[src/rtl/fetch_ctrl.sv]
// Instruction fetch controller: one outstanding bus request, a hold stage towards the fetch
// pipeline, and redirect handling that drains an in-flight request. Optional FETCH_MISALIGN_CHECK_EN.
module fetch_ctrl (
  input  logic        clk,
  input  logic        reset,
  input  logic        stallF,
  input  logic        redirect_valid,
  input  logic [63:0] redirect_pc,
  output logic        ireq_valid,
  output logic [63:0] ireq_addr,
  input  logic        iresp_data_ok,
  input  logic [31:0] iresp_data,
  output logic [63:0] pc,
  output logic [31:0] raw_instr,
  output logic        instr_valid,
  output logic        exc_misalign
);

  typedef enum logic [1:0] {
    FETCH = 2'd0,
    HOLD  = 2'd1,
    DRAIN = 2'd2
  } state_t;

  localparam logic [63:0] RESET_PC = 64'h0000_0000_8000_0000;
  localparam logic [31:0] NOP      = 32'h0000_0013;

  state_t      state;
  logic [63:0] target;
  logic        exc_q;
  logic        misalign;

`ifdef FETCH_MISALIGN_CHECK_EN
  assign misalign = (pc[1:0] != 2'b00);
`else
  assign misalign = 1'b0;
`endif

  // The request is gated by reset so it appears in the very first cycle after release.
  assign ireq_valid   = reset && (((state == FETCH) && !misalign) || (state == DRAIN));
  assign ireq_addr    = pc;
  assign instr_valid  = (state == HOLD);
  assign exc_misalign = exc_q;

  always_ff @(posedge clk) begin
    if (!reset) begin
      state     <= FETCH;
      pc        <= RESET_PC;
      raw_instr <= '0;
      exc_q     <= 1'b0;
      target    <= '0;
    end else begin
      case (state)
        FETCH: begin
          if (misalign) begin
            if (redirect_valid) begin
              pc <= redirect_pc;
            end else begin
              raw_instr <= NOP;
              exc_q     <= 1'b1;
              state     <= HOLD;
            end
          end else if (iresp_data_ok) begin
            if (redirect_valid) begin
              pc <= redirect_pc;
            end else begin
              raw_instr <= iresp_data;
              state     <= HOLD;
            end
          end else if (redirect_valid) begin
            // pc keeps addressing the outstanding request until its response arrives.
            target <= redirect_pc;
            state  <= DRAIN;
          end
        end
        HOLD: begin
          if (redirect_valid) begin
            pc    <= redirect_pc;
            exc_q <= 1'b0;
            state <= FETCH;
          end else if (!stallF) begin
            pc    <= pc + 64'd4;
            exc_q <= 1'b0;
            state <= FETCH;
          end
        end
        DRAIN: begin
          if (iresp_data_ok) begin
            pc    <= redirect_valid ? redirect_pc : target;
            state <= FETCH;
          end else if (redirect_valid) begin
            target <= redirect_pc;
          end
        end
        default: state <= FETCH;
      endcase
    end
  end

endmodule
[config.mk]
export PLATFORM = sky130hd
export DESIGN_NAME = fetch_ctrl
export DESIGN_NICKNAME = d
export VERILOG_FILES = /design/src/rtl/fetch_ctrl.sv
export SDC_FILE = /design/constraint.sdc
export NUM_CORES = 1
export LEC_CHECK = 0
export CAP_MARGIN = 20
export CORE_MARGIN = 5
export CORE_UTILIZATION = 40
export CTS_CLUSTER_DIAMETER = 30
export CTS_CLUSTER_SIZE = 16
export DETAILED_ROUTE_END_ITERATION = 16
export HOLD_SLACK_MARGIN = 0.12
export PLACE_DENSITY = 0.66
export SLEW_MARGIN = 10
export SYNTH_ARGS = -nofsm -noshare
export SYNTH_HDL_FRONTEND = slang
export SYNTH_SLANG_ARGS = --single-unit
[constraint.sdc]
create_clock -name clk -period 5.6 [get_ports clk]
set_input_delay 0.56 -clock clk [delete_from_list [all_inputs] [get_ports clk]]
set_output_delay 0.56 -clock clk [all_outputs]
set_load 0.01 [all_outputs]
==> reports/results.ini <==
[layout]
seq_area_sq_mm=0.003243
antenna_cells=0
nets=1460
fill_cells=2163
mostFrequentLayoutCells=clkdlybuf4s50_1, nand2_1, dfxtp_1
final-instance-count-excl-fill=1652
area_growth_syn_to_layout_pct=30.95
postLayoutCoreUtil=0.5347
mostFrequentLayoutCell=clkdlybuf4s50_1
drive_gt1_frac=0.06584
final_cell_area_sq_mm=0.01214
multi_input_area_sq_mm=0.005176

[clocking]
cts_tree=done
htree_levels=4
clk_pin_slew_ps=70
clock_sinks=162
cts.repair.resized=0
worstSkewPairLatency_ps=440
cts_buffer_depth=2
cts_root_buf=clkbuf_16
cts_hold_buf=0
numCtsBuffers=17
cts_setup_buffers=0

[placed_design]
hpwl_microns=23250
gp_congestion=0.8930
placed_area_sq_mm=0.01157
dp.cells=1619
io_buffers=262

[synth]
synth_edf_count=0
synth_cell_types=78
synth-adder-area-share=0.006747
async_flop_share=0
syn_area_sq_mm=0.009273
syn_avg_cell_area_sq_um=7.695
synth_fp_nets=1311
synth_compound_area_frac=0.2728
synthSimpleGateAreaFrac=0.2496
synthXorXnorAreaFrac=0.01984
ys_seq_area_frac=0.3498
synth_top_area_frac=0.3498
synth_top_family_by_area=compound AO/OA/AOI/OAI gates
synth_warnings=0
yosys.area.top_type=dfxtp_1
synthCells=1205
synth-main-ff-cell=dfxtp_1
synth.area.mux_share=0.006747
synthTopCellsByArea=dfxtp_1, nand2_1, buf_4
ys_ff_latch=162

[routing]
ant_nets=0
dr.pass1.iters=6
routed_wl_microns=33560
drt_iter0_drc=890
drc_errors=0
via_count=9767
wl_per_cell_microns=20.31
via_per_inst=5.912

[setup_path]
startpoint_type=flop
max_stage_delay_ps=540
cp_data_required_time_ps=5950
path_max_fanout=40
worstRegToRegCells=9
crit_type=reg2reg
slowest_stage=nand2_2
arrival_ps=3650
end_kind=flop
r2r_slack_ps=2290
r2r-start=state[0]
crit_chain=inv_1 -> ha_1 -> o21ba_2 -> nor2_1 -> nand2_2 -> buf_4 -> or3_1 -> mux2_2 -> a21oi_1
r2r_end=ireq_addr[43]

[die]
fp.dieW_microns=162.3
start_util=0.4083
rows=55
ioPinCount=264
core_area_sq_mm=0.02271
chipHeight_microns=162.3
die-area_sq_mm=0.02633

[status]
status=completed

[sta]
drv_slew=0
fin_tns_setup_ps=0
setup_violations=0
whs_ps=452.3
hold_viol_final=0
maxSlewHeadroom=0.2367
fin_crit_ps=3307
fin_skew_ps=11.56
tightest_slew_ps=1145
max_freq_ghz=0.3024
period_share=0.5905
rsz0062_at_grt=false

[min_path]
min-delay-start=raw_instr[8]
hp-class=reg2reg
holdPathEnd=raw_instr[8]
min_path_cells=2

[power_and_ir_drop]
p_seq_frac=0.417
powerDensity_mw_per_mm2=270.2
p_leak_nw=4.117
p_clk_frac=0.352
p_comb_frac=0.231
max-vdd-ir-drop_mv=0.1850
p_sw_frac=0.3155
power.internal_mw=2.246
power.switching_mw=1.035

[run]
drv_cap=0

[global_routing]
grt_max_degree=97
grtUsageTotal=0.2481
antenna_found_initial=1
grt-ovfl-total=0
grt_pass1_vias=9399
grt_pass1_wl_microns=52690

[kinds of logic after synthesis]
kind of cell / after synthesis
compound gates: 380
xor+xnor: 21
fa+ha+maj: 5
buf+inv: 163
flops: 162
mux: 6
other cells: 1
simple gates: 467
[registers in the layout (all words and copies together) (netlist names)]
signal	count
target	64
raw_instr	32
state	2
ireq_addr	64
[worst max-delay path, delay by kind of cell (launching register included)]
family / cells / cell delay [ps]
AO/OA/AOI/OAI: 2 / 470
flip-flops: 1 / 420
AND/OR/NAND/NOR: 3 / 1070
multiplexers: 1 / 260
adder cells (fa/ha/maj): 1 / 440
buffers and inverters: 2 / 540
[area by class of cell]
type | count | area share
Sequential cell | 162 | 0.2671
Clock inverter | 13 | 0.01041
Tap cell | 285 | 0.02937
Timing Repair Buffer | 279 | 0.2261
Inverter | 14 | 0.004328
Multi-Input combinational cell | 880 | 0.4263
Clock buffer | 19 | 0.03648
[Yosys cell counts (6+ instances only)]
| cell type | number |
|---|---|
| and3_1 | 6 |
| clkbuf_1 | 73 |
| xnor2_1 | 13 |
| a211oi_1 | 6 |
| a221o_1 | 26 |
| nand2_1 | 243 |
| inv_1 | 13 |
| buf_2 | 9 |
| and2_1 | 6 |
| xor2_1 | 8 |
| a221oi_1 | 16 |
| a21oi_1 | 96 |
| buf_4 | 66 |
| nor4_1 | 17 |
| a22oi_1 | 17 |
| o21ai_0 | 94 |
| a21boi_0 | 31 |
| nor2b_1 | 6 |
| nor2_1 | 66 |
| and4_1 | 7 |
| nand4_1 | 20 |
| o22ai_1 | 12 |
| nor3_1 | 18 |
| a22o_1 | 13 |
| o211ai_1 | 11 |
| nand3_1 | 32 |
| nor3b_1 | 6 |
| dfxtp_1 | 162 |
[per-stage QoR]
stage,worst slack [ps],power [mW]
floorplan,3303,1.778
global placement,2037,2.141
detailed placement,2018,2.146
CTS,2318,3.308
global route,1992,3.428
finish,2293,3.281
[how the worst max path moves through the flow]
stage,startpoint,to,slack (ps)
global route,state[0],ireq_addr[36],1990
global placement,redirect_valid,ireq_addr[14],2040
detailed placement,redirect_valid,ireq_addr[14],2020
CTS,state[0],ireq_addr[36],2320
floorplan,state[1],ireq_addr[55],3300
finish,state[0],ireq_addr[43],2290
[power groups by stage]
stage	sequential, mW	combinational [mW]	clock (mW)
floorplan	1.38	0.402	0
detailed placement	1.39	0.753	0
CTS	1.37	0.756	1.18
finish	1.37	0.756	1.16
global route	1.38	0.814	1.23
global placement	1.39	0.749	0
[layer usage]
layer	global-route usage	vias up	wire length, microns	part of all wire
met3	0.08272	62	3497	0.10
met1	0.3129	4630	13900	0.41
li1	-	4586	-	-
met4	0.06844	2	554	0.017
met2	0.4066	487	15590	0.46
met5	0	-	13	0.00039
Note: power is estimated with default switching activity, not from simulation.
